File: config.mk
export PLATFORM = sky130hd
export DESIGN_NAME = ps2_keyboard_rx
export DESIGN_NICKNAME = d
export VERILOG_FILES = /design/src/rtl/ps2_keyboard_rx.sv
export SDC_FILE = /design/constraint.sdc
export NUM_CORES = 1
export LEC_CHECK = 0
export CAP_MARGIN = 20
export CORE_MARGIN = 3
export CORE_UTILIZATION = 54
export DETAILED_ROUTE_END_ITERATION = 8
export PLACE_DENSITY = 0.74
export SLEW_MARGIN = 5
export SYNTH_ARGS = -nofsm -noshare
export SYNTH_HDL_FRONTEND = slang
export SYNTH_SLANG_ARGS = --single-unit
File: constraint.sdc
create_clock -name clk -period 2 [get_ports clk]
set_input_delay 0.4 -clock clk [delete_from_list [all_inputs] [get_ports clk]]
set_output_delay 0.4 -clock clk [all_outputs]
set_load 0.03 [all_outputs]
File: src/rtl/ps2_keyboard_rx.sv
// PS/2 keyboard receiver: synchronizes and glitch-filters the line pair, frames set-2 scan codes
// and emits ASCII key presses. Define PS2_SHIFT_EN to enable shift tracking (uppercase letters).
module ps2_keyboard_rx #(
  parameter int unsigned TIMEOUT_CYCLES = 5000,
  parameter int unsigned FILTER_LEN     = 4
) (
  input  logic       clk,
  input  logic       rst_n,
  input  logic       ps2_clk_i,
  input  logic       ps2_dat_i,
  output logic [7:0] ps2_data_o,
  output logic       ps2_valid_o,
  output logic       ps2_done_o,
  output logic       ps2_reset_o,
  output logic       parity_err_o
);

  localparam int unsigned TW = (TIMEOUT_CYCLES > 1) ? $clog2(TIMEOUT_CYCLES) : 1;
  localparam int unsigned FW = (FILTER_LEN > 1) ? $clog2(FILTER_LEN) : 1;
  localparam logic [TW-1:0] TMO_LAST  = TW'(TIMEOUT_CYCLES - 1);
  localparam logic [FW-1:0] FILT_LAST = FW'(FILTER_LEN - 1);

  typedef enum logic [2:0] {
    S_IDLE,
    S_DATA,
    S_PARITY,
    S_STOP,
    S_DECODE
  } state_e;

  logic [1:0]    ck_sync_q;
  logic [1:0]    dt_sync_q;
  logic          flt_q;
  logic          flt_prev_q;
  logic [FW-1:0] flt_cnt_q;
  logic          fall;
  logic          dat_s;

  always_ff @(posedge clk or negedge rst_n) begin
    if (!rst_n) begin
      ck_sync_q <= '1;
      dt_sync_q <= '1;
    end else begin
      ck_sync_q <= {ck_sync_q[0], ps2_clk_i};
      dt_sync_q <= {dt_sync_q[0], ps2_dat_i};
    end
  end

  // Filtered level flips only after FILTER_LEN consecutive samples disagree with it.
  always_ff @(posedge clk or negedge rst_n) begin
    if (!rst_n) begin
      flt_q      <= 1'b1;
      flt_prev_q <= 1'b1;
      flt_cnt_q  <= '0;
    end else begin
      flt_prev_q <= flt_q;
      if (ck_sync_q[1] == flt_q) begin
        flt_cnt_q <= '0;
      end else if (flt_cnt_q == FILT_LAST) begin
        flt_q     <= ck_sync_q[1];
        flt_cnt_q <= '0;
      end else begin
        flt_cnt_q <= flt_cnt_q + 1'b1;
      end
    end
  end

  assign fall  = flt_prev_q & ~flt_q;
  assign dat_s = dt_sync_q[1];

  // Returns {hit, ascii}; hit=0 for unmapped codes.
  function automatic logic [8:0] lookup(input logic [7:0] code);
    logic [8:0] r;
    r = '0;
    case (code)
      8'h1C: r = {1'b1, 8'h61}; 8'h32: r = {1'b1, 8'h62}; 8'h21: r = {1'b1, 8'h63};
      8'h23: r = {1'b1, 8'h64}; 8'h24: r = {1'b1, 8'h65}; 8'h2B: r = {1'b1, 8'h66};
      8'h34: r = {1'b1, 8'h67}; 8'h33: r = {1'b1, 8'h68}; 8'h43: r = {1'b1, 8'h69};
      8'h3B: r = {1'b1, 8'h6A}; 8'h42: r = {1'b1, 8'h6B}; 8'h4B: r = {1'b1, 8'h6C};
      8'h3A: r = {1'b1, 8'h6D}; 8'h31: r = {1'b1, 8'h6E}; 8'h44: r = {1'b1, 8'h6F};
      8'h4D: r = {1'b1, 8'h70}; 8'h15: r = {1'b1, 8'h71}; 8'h2D: r = {1'b1, 8'h72};
      8'h1B: r = {1'b1, 8'h73}; 8'h2C: r = {1'b1, 8'h74}; 8'h3C: r = {1'b1, 8'h75};
      8'h2A: r = {1'b1, 8'h76}; 8'h1D: r = {1'b1, 8'h77}; 8'h22: r = {1'b1, 8'h78};
      8'h35: r = {1'b1, 8'h79}; 8'h1A: r = {1'b1, 8'h7A};
      8'h45: r = {1'b1, 8'h30}; 8'h16: r = {1'b1, 8'h31}; 8'h1E: r = {1'b1, 8'h32};
      8'h26: r = {1'b1, 8'h33}; 8'h25: r = {1'b1, 8'h34}; 8'h2E: r = {1'b1, 8'h35};
      8'h36: r = {1'b1, 8'h36}; 8'h3D: r = {1'b1, 8'h37}; 8'h3E: r = {1'b1, 8'h38};
      8'h46: r = {1'b1, 8'h39};
      8'h29: r = {1'b1, 8'h20}; 8'h5A: r = {1'b1, 8'h0D}; 8'h76: r = {1'b1, 8'h1B};
      default: r = '0;
    endcase
    return r;
  endfunction

  state_e      state_q;
  logic [2:0]  bitcnt_q;
  logic [7:0]  shreg_q;
  logic        par_q;
  logic [TW-1:0] tmo_q;
  logic        ext_q;
  logic        brk_q;
  logic [7:0]  data_q;
  logic        valid_q;
  logic        done_q;
  logic        rst_q;
  logic        perr_q;
  logic [8:0]  lk;
  logic [7:0]  ascii;

`ifdef PS2_SHIFT_EN
  logic shift_l_q;
  logic shift_r_q;

  always_comb begin
    lk    = lookup(shreg_q);
    ascii = lk[7:0];
    if ((shift_l_q | shift_r_q) && lk[7:0] >= 8'h61 && lk[7:0] <= 8'h7A)
      ascii = lk[7:0] - 8'h20;
  end
`else
  always_comb begin
    lk    = lookup(shreg_q);
    ascii = lk[7:0];
  end
`endif

  always_ff @(posedge clk or negedge rst_n) begin
    if (!rst_n) begin
      state_q  <= S_IDLE;
      bitcnt_q <= '0;
      shreg_q  <= '0;
      par_q    <= 1'b0;
      tmo_q    <= '0;
      ext_q    <= 1'b0;
      brk_q    <= 1'b0;
      data_q   <= '0;
      valid_q  <= 1'b0;
      done_q   <= 1'b0;
      rst_q    <= 1'b0;
      perr_q   <= 1'b0;
`ifdef PS2_SHIFT_EN
      shift_l_q <= 1'b0;
      shift_r_q <= 1'b0;
`endif
    end else begin
      valid_q <= 1'b0;
      done_q  <= 1'b0;
      rst_q   <= 1'b0;
      perr_q  <= 1'b0;
      case (state_q)
        S_IDLE: begin
          tmo_q <= '0;
          if (fall && !dat_s) begin
            state_q  <= S_DATA;
            bitcnt_q <= '0;
          end
        end
        S_DATA, S_PARITY, S_STOP: begin
          if (fall) begin
            tmo_q <= '0;
            if (state_q == S_DATA) begin
              shreg_q  <= {dat_s, shreg_q[7:1]};
              bitcnt_q <= bitcnt_q + 3'd1;
              if (bitcnt_q == 3'd7) state_q <= S_PARITY;
            end else if (state_q == S_PARITY) begin
              par_q   <= dat_s;
              state_q <= S_STOP;
            end else if ((^shreg_q ^ par_q) && dat_s) begin
              state_q <= S_DECODE;
            end else begin
              perr_q  <= 1'b1;
              ext_q   <= 1'b0;
              brk_q   <= 1'b0;
              state_q <= S_IDLE;
            end
          end else if (tmo_q == TMO_LAST) begin
            state_q <= S_IDLE;
          end else begin
            tmo_q <= tmo_q + 1'b1;
          end
        end
        S_DECODE: begin
          state_q <= S_IDLE;
          if (shreg_q == 8'hE0) begin
            ext_q <= 1'b1;
          end else if (shreg_q == 8'hF0) begin
            brk_q <= 1'b1;
          end else if (brk_q) begin
            brk_q <= 1'b0;
            ext_q <= 1'b0;
`ifdef PS2_SHIFT_EN
            if (shreg_q == 8'h12) shift_l_q <= 1'b0;
            if (shreg_q == 8'h59) shift_r_q <= 1'b0;
`endif
          end else if (ext_q) begin
            ext_q <= 1'b0;
`ifdef PS2_SHIFT_EN
          end else if (shreg_q == 8'h12) begin
            shift_l_q <= 1'b1;
          end else if (shreg_q == 8'h59) begin
            shift_r_q <= 1'b1;
`endif
          end else if (lk[8]) begin
            data_q  <= ascii;
            valid_q <= 1'b1;
            done_q  <= (shreg_q == 8'h5A);
            rst_q   <= (shreg_q == 8'h76);
          end
        end
        default: state_q <= S_IDLE;
      endcase
    end
  end

  assign ps2_data_o   = data_q;
  assign ps2_valid_o  = valid_q;
  assign ps2_done_o   = done_q;
  assign ps2_reset_o  = rst_q;
  assign parity_err_o = perr_q;

endmodule

Yosys cells after proc, flatten, opt, wreduce, memory -nomap -nowiden. Memory sizes are Yosys's and may differ from the RTL's. Cells that the tools add are included.

ROM bits: 1024. Output and inout bits: 12. Memories kept: 1. Word-level logic and storage cells: 121. Flip-flop bits (word level): 50. Input bits: 4.

Memory list: (name not given) (depth 128, width 8, rd ports 1, clocked after Yosys merged registers in 0, write ports 0, RTL line 75) `case (code)`.

Bitwise gates (word level): 9. Eq/ne operators: 23. Reduce and logical (&&, ||, !) cells: 17. $add $sub $neg: 3. Multiplexer cells: 51.

Operators by type and width (number): 1-bit two-way mux (31); 3-bit two-way mux (10); 13-bit two-way mux (2); 13-bit one-hot mux with 2 select lines (1); 6-bit AND reduction (3); 8-bit by 7-bit == test with 1-bit output, second input constant (2); 8-bit == test, second input constant (2); 2-bit != test, second input constant (7); 13-bit by 1-bit adder with 13-bit output, second input constant (1); 13-bit == test, second input constant (1); 3-bit one-hot mux with 2 select lines (2); 9-bit two-way mux (1); 3-bit != test, second input constant (3); 4-bit AND reduction (2); 8-bit XOR reduction (1); 1-bit NOT (7); 3-bit by 2-bit == test with 1-bit output, second input constant (2); 3-bit == test, second input constant (2); 3-bit AND reduction (2); 2-bit two-way mux (2); 4-bit != test, second input constant (1); 1-bit one-hot mux with 2 select lines (2); 2-bit AND reduction (2); 2-bit nonzero test (2); other kinds (11) (12).

Logic depth before layout (Yosys ltp). Gate-level depths: netlist of run 1.

Depth in word-level cells: 8. Gate-level depth with buffers: 8. Mapped depth without buffers: 7.

Worst setup path before layout of run 1. No wires, ideal clock.

Path type: reg2reg. Start point: register shreg_q[1]. End point: register data_q[0], in the netlist ps2_data_o[0]. Library setup time: 0.125 ns. Clock period less this slack: 2.209 ns. Slack: -0.209 ns. Path buffers: 0. Stages on the path, launching flop included: 8. Required time: 1.875 ns. Data arrival time: 2.084 ns. Path through: dfrtp_1 -> inv_1 -> ha_1 -> nand2_1 -> a21oi_1 -> o21ai_1 -> a311oi_4 -> mux2_2.

Longest elaborated chain between the ends: 3. Elaborated cells between the ends (all ways): 7. Those cells by class: eq/ne (2); mux (1); bitwise (2); reduce/logical (1); memory (1).

RTL lines: from (decl) (RTL line 97) `logic [7:0] shreg_q;`; from (signal assigned) (RTL line 162) `shreg_q <= {dat_s, shreg_q[7:1]};`; memory read 128 x 8 bit, or another cell as far along; 9-bit two-way mux or 1-bit NOT (tied branches); 6-bit AND reduction (no line); to (signal assigned) (RTL line 204) `data_q <= ascii;`; to (decl) (RTL line 102) `logic [7:0] data_q;`.

Several ways; a longest one is shown, not always the timed one. A chain may end at the register's enable or synchronous reset.

Worst setup path in the final report of run 1.
Start point: register shreg_q[1]. End point: register data_q[1], in the netlist ps2_data_o[1].

Same word-level chain as after synthesis.

==> impl_results.rst, run 1 <==
.. list-table::
   :header-rows: 1

   * - Metric
     - Value
   * - Die height
     - 81.9 µm
   * - Cells after Synth
     - 340
   * - Post-Route Hold Slack
     - 0.0265 ns
   * - Max-cap violations
     - 0
   * - Violation count after the first detailed-routing iteration
     - about 250
   * - Grt total ovfl
     - 0
   * - Clock buffer depth
     - 2
   * - Number of enable-type register cells in the synthesized netlist
     - 0
   * - Quantity of I/O buffers inserted on ports
     - 14
   * - Total power of the final layout
     - around 3.2 mW
   * - Fraction of layout cells with a size suffix above 1
     - 28.1%
   * - Latest clock arrival within the worst-skew pair
     - roughly 0.3 ns
   * - Final weighted congestion in routability-driven placement
     - about 0.95
   * - Final ANT Viol Nets
     - 0
   * - Post-route fraction of the period consumed by the critical path
     - 101%
   * - Violated checks
     - negative setup slack
   * - Worst vdd rail ir drop
     - between 0.7 and 0.8 mV
   * - Total via count after detailed routing
     - roughly 2800
   * - Worst slack at placement
     - -0.116 ns
   * - Flip-flop and latch count after synthesis
     - between 40 and 50
   * - WP data arrival
     - around 2.2 ns
   * - Pin count of the biggest net entering global routing
     - 32
   * - Root buffer cell
     - sky130_fd_sc_hd__clkbuf_8
   * - Largest fanout of any net on the critical path
     - 8
   * - Width of the die
     - 81.9 µm
   * - Worst clock skew
     - 0.00587 ns
   * - Sequential Power Share
     - between 30% and 40%
   * - Num CTS Buffers
     - 5
   * - Total placed instance area
     - about 3700 µm²
   * - Starting Density
     - between 50% and 60%
   * - Mapped Nets
     - 363
   * - Count of cells along the worst register-to-register path
     - 7
   * - Global-route wire length before repair
     - 12.4 mm
   * - Synth warnings
     - 0
   * - Maximum clock frequency
     - a little under 0.5 GHz
   * - Signed area change from the synthesized netlist to the final layout
     - 26.5%
   * - Fillcell total
     - roughly 400
   * - Post-route cell area
     - roughly 3900 µm²
   * - Predominant post-synthesis flop cell
     - sky130_fd_sc_hd__dfrtp_1
   * - Total count of hold-check failures in the final report
     - 0
   * - Wire per inst
     - 16.0 µm
   * - Count of pins over their slew limit
     - 0
   * - Kind of critical path
     - flop to flop
   * - Power Internal
     - 2.14 mW
   * - Source of the worst register-to-register timing path
     - shreg_q[1]$_DFFE_PN0P_
   * - Capture point of the worst reg-to-reg path
     - ps2_data_o[1]$_DFFE_PN0P_
   * - Mapped Area
     - 3110 µm²
   * - Setup slack, reg-to-reg
     - -0.02 ns
   * - Total routing resource utilization after global routing
     - between 20 and 25%
   * - Floorplan die area
     - ~6700 µm²
   * - Outcome
     - finished, violations left
   * - Fraction of registers with async set/reset
     - between 90% and 100%
   * - Drt pass-1 iters
     - 5
   * - Final critical delay including setup and external delays
     - 2.02 ns
   * - Relative contribution of the clock network to total power
     - 25.7%
   * - Clk slew on worst S/H paths
     - 0.09 ns
   * - Post-synthesis sequential area ratio
     - about two fifths
   * - Total number of clock tree sinks
     - between 40 and 50
   * - Post-detailed-routing wire length
     - 7.50 mm
   * - Sort of element at the end of the critical path
     - flop
   * - Number of different library cells in the post-synthesis netlist
     - 58
   * - Average cell area after synthesis
     - 9.14 µm²
   * - Post-CTS Hold Fix Bufs
     - 0
   * - Post-detailed-route via-to-cell ratio
     - about 6.0
   * - Switching part of the total power
     - between 30% and 40%
   * - Critical path data required time
     - approximately 2.2 ns
   * - Leak
     - about 1.7 nW
   * - Number of antenna violations at the first check in global routing
     - 0
   * - Worst setup margin
     - -0.0178 ns
   * - RSZ-0062 raised after global routing
     - yes
   * - Pwr per Cell Area
     - between 800 and 900 nW/µm²
   * - Core Region
     - between 5000 and 6000 µm²
   * - IO Count
     - 16
   * - H-Tree Depth
     - 2
   * - Placed cells
     - 453
   * - Setup violations, final
     - 6
   * - Part of the power in combinational logic
     - between 30% and 40%
   * - Nature of the critical path startpoint
     - flop
   * - Switching power total
     - roughly 1.0 mW
   * - TritonCTS clock tree
     - done
   * - Standard-cell rows
     - 26
   * - Antenna diode count
     - 0
   * - HPWL after detailed placement
     - ~5.4 mm
   * - Type of the tightest min-delay check
     - primary input to asynchronous set/reset pin
   * - Number of global-route vias before repair
     - about 2600
   * - Total Nets Final
     - roughly 420
   * - Finished Layout Cells
     - 469
   * - Post-detailed-route DRC marker count
     - 0
-- Yosys cell counts, types with 3 or more instances --
master                      number  share of area [%]
sky130_fd_sc_hd__dfrtp_1        43                 35
sky130_fd_sc_hd__buf_2           7                1.1
sky130_fd_sc_hd__mux2i_1         5                1.6
sky130_fd_sc_hd__nor4b_1         3               0.85
sky130_fd_sc_hd__and3_1          5                1.0
sky130_fd_sc_hd__mux2_2          8                2.9
sky130_fd_sc_hd__o31ai_1         4               0.97
sky130_fd_sc_hd__or2_2           3               0.60
sky130_fd_sc_hd__o21ai_0        41                6.6
sky130_fd_sc_hd__a31oi_1         7                1.4
sky130_fd_sc_hd__a22o_1          3               0.85
sky130_fd_sc_hd__nor2_1         20                2.4
sky130_fd_sc_hd__nand3_1        12                1.9
sky130_fd_sc_hd__and4_1          3               0.85
sky130_fd_sc_hd__or3b_2          3               0.85
sky130_fd_sc_hd__dfstp_2         6                5.1
sky130_fd_sc_hd__ha_1           19                7.7
sky130_fd_sc_hd__nor2b_1         6                1.2
sky130_fd_sc_hd__a21oi_1        12                1.9
sky130_fd_sc_hd__nand2b_1        7                1.4
sky130_fd_sc_hd__clkbuf_1       12                1.4
sky130_fd_sc_hd__nand4_1         7                1.4
sky130_fd_sc_hd__xnor2_1         4                1.1
sky130_fd_sc_hd__nand3b_1        3               0.72
sky130_fd_sc_hd__nand2_1        28                3.4
sky130_fd_sc_hd__o2111ai_1       4                1.1
sky130_fd_sc_hd__nor3_1          8                1.3
sky130_fd_sc_hd__inv_1          12                1.4
-- power by group through the flow --
stage | registers [mW] | clock network, mW | logic, mW
final | 1.23 | 0.819 | 1.14
after CTS | 1.22 | 0.838 | 1.09
after global placement | 1.23 | 0 | 0.988
after detailed placement | 1.24 | 0 | 1.02
after global routing | 1.24 | 0.878 | 1.25
after floorplan | 1.20 | 0 | 0.668
-- through the flow --
stage | TNS (ns) | util, %
floorplan | -0.0968 | -
global placement | -0.282 | 69.1
detailed placement | -0.685 | 69.1
CTS | -0.0212 | 72.6
global route | -0.754 | 73.7
finish | -0.0857 | 73.7
-- worst max path at each step --
stage	from	end	slack, ns
finish	shreg_q[1]$_DFFE_PN0P_	ps2_data_o[1]$_DFFE_PN0P_	-0.02
global route	shreg_q[1]$_DFFE_PN0P_	ps2_data_o[2]$_DFFE_PN0P_	-0.1
CTS	shreg_q[1]$_DFFE_PN0P_	ext_q$_DFFE_PN0P_	-0.01
detailed placement	shreg_q[2]$_DFFE_PN0P_	ext_q$_DFFE_PN0P_	-0.12
global placement	shreg_q[2]$_DFFE_PN0P_	brk_q$_DFFE_PN0P_	-0.04
floorplan	shreg_q[1]$_DFFE_PN0P_	ps2_data_o[0]$_DFFE_PN0P_	-0.02
-- cell usage in the layout, fill, tap and decap left out, types with 5 or more instances in the layout --
cell type                         count
sky130_fd_sc_hd__a21oi_1             10
sky130_fd_sc_hd__a31oi_1              7
sky130_fd_sc_hd__and3_1               5
sky130_fd_sc_hd__buf_4               55
sky130_fd_sc_hd__clkbuf_8             5
sky130_fd_sc_hd__clkdlybuf4s50_1     13
sky130_fd_sc_hd__dfrtp_1             38
sky130_fd_sc_hd__dfrtp_2              5
sky130_fd_sc_hd__dfstp_2              6
sky130_fd_sc_hd__ha_1                14
sky130_fd_sc_hd__inv_1                9
sky130_fd_sc_hd__mux2_2               8
sky130_fd_sc_hd__mux2i_1              5
sky130_fd_sc_hd__nand2_1             28
sky130_fd_sc_hd__nand2b_1             7
sky130_fd_sc_hd__nand3_1             12
sky130_fd_sc_hd__nand4_1              7
sky130_fd_sc_hd__nor2_1              20
sky130_fd_sc_hd__nor2b_1              6
sky130_fd_sc_hd__nor3_1               8
sky130_fd_sc_hd__o21ai_0             40
-- worst max-delay path, cell delays in order (launching register included) --
cell	delay, ns
sky130_fd_sc_hd__dfrtp_2	0.45
sky130_fd_sc_hd__buf_4	0.14
sky130_fd_sc_hd__nor2_2	0.04
sky130_fd_sc_hd__a32o_1	0.26
sky130_fd_sc_hd__o21a_1	0.23
sky130_fd_sc_hd__a311oi_4	0.28
sky130_fd_sc_hd__buf_6	0.17
sky130_fd_sc_hd__mux2_2	0.33
-- logic make-up (layout without fill, tap and decap cells) --
group,count (synthesis),in the layout,synth area share [%]
AOI/OAI and AO/OA,101,101,21.3
xor gates and xnor gates,7,7,2.42
adders and majority gates,19,19,7.65
buffers and inverters,35,94,4.75
DFF,49,49,39.7
muxes,13,13,4.51
other,1,1,0.121
and+or+nand+nor,115,115,19.5
-- layer usage --
metal	track usage [%]	vias up	share of wire (%)
li1	-	1359	-
met1	33.7	1357	47
met2	38.0	90	46
met3	3.95	10	5.7
met4	7.64	0	1.2
met5	0	-	0
-- cell type report --
| cell class | count | area [µm²] | area share (%) |
|---|---|---|---|
| timing repair buffer | 73 | 611 | 15.5 |
| clock buffer | 5 | 68.8 | 1.75 |
| sequential | 49 | 1240 | 31.6 |
| multi-input combinational | 256 | 1800 | 45.8 |
| inverter | 13 | 56.3 | 1.43 |
| tap | 70 | 87.6 | 2.23 |
| clock inverter | 3 | 65.1 | 1.66 |
-- timing repair --
item	4_1_cts	5_1_grt
buffers inserted	6	2
endpoints found under the setup margin	11	10
pin swaps	5	6
resized for setup	5	10
-- registers in the layout (all words and copies together), names as in the netlist --
name / flops
ps2_valid_o: 1
ps2_data_o: 7
flt_q: 1
ps2_reset_o: 1
ck_sync_q: 2
par_q: 1
ps2_done_o: 1
shreg_q: 8
dt_sync_q: 2
brk_q: 1
flt_cnt_q: 2
bitcnt_q: 3
state_q: 3
ext_q: 1
tmo_q: 13
parity_err_o: 1
flt_prev_q: 1
Note: power is estimated with default switching activity, not from simulation.
==> run 2: changes to the inputs <==
Settings changed: CAP_MARGIN 20 to not set.
==> results of run 2 <==
Final layout, timing and power as in run 1 (identical DEF).
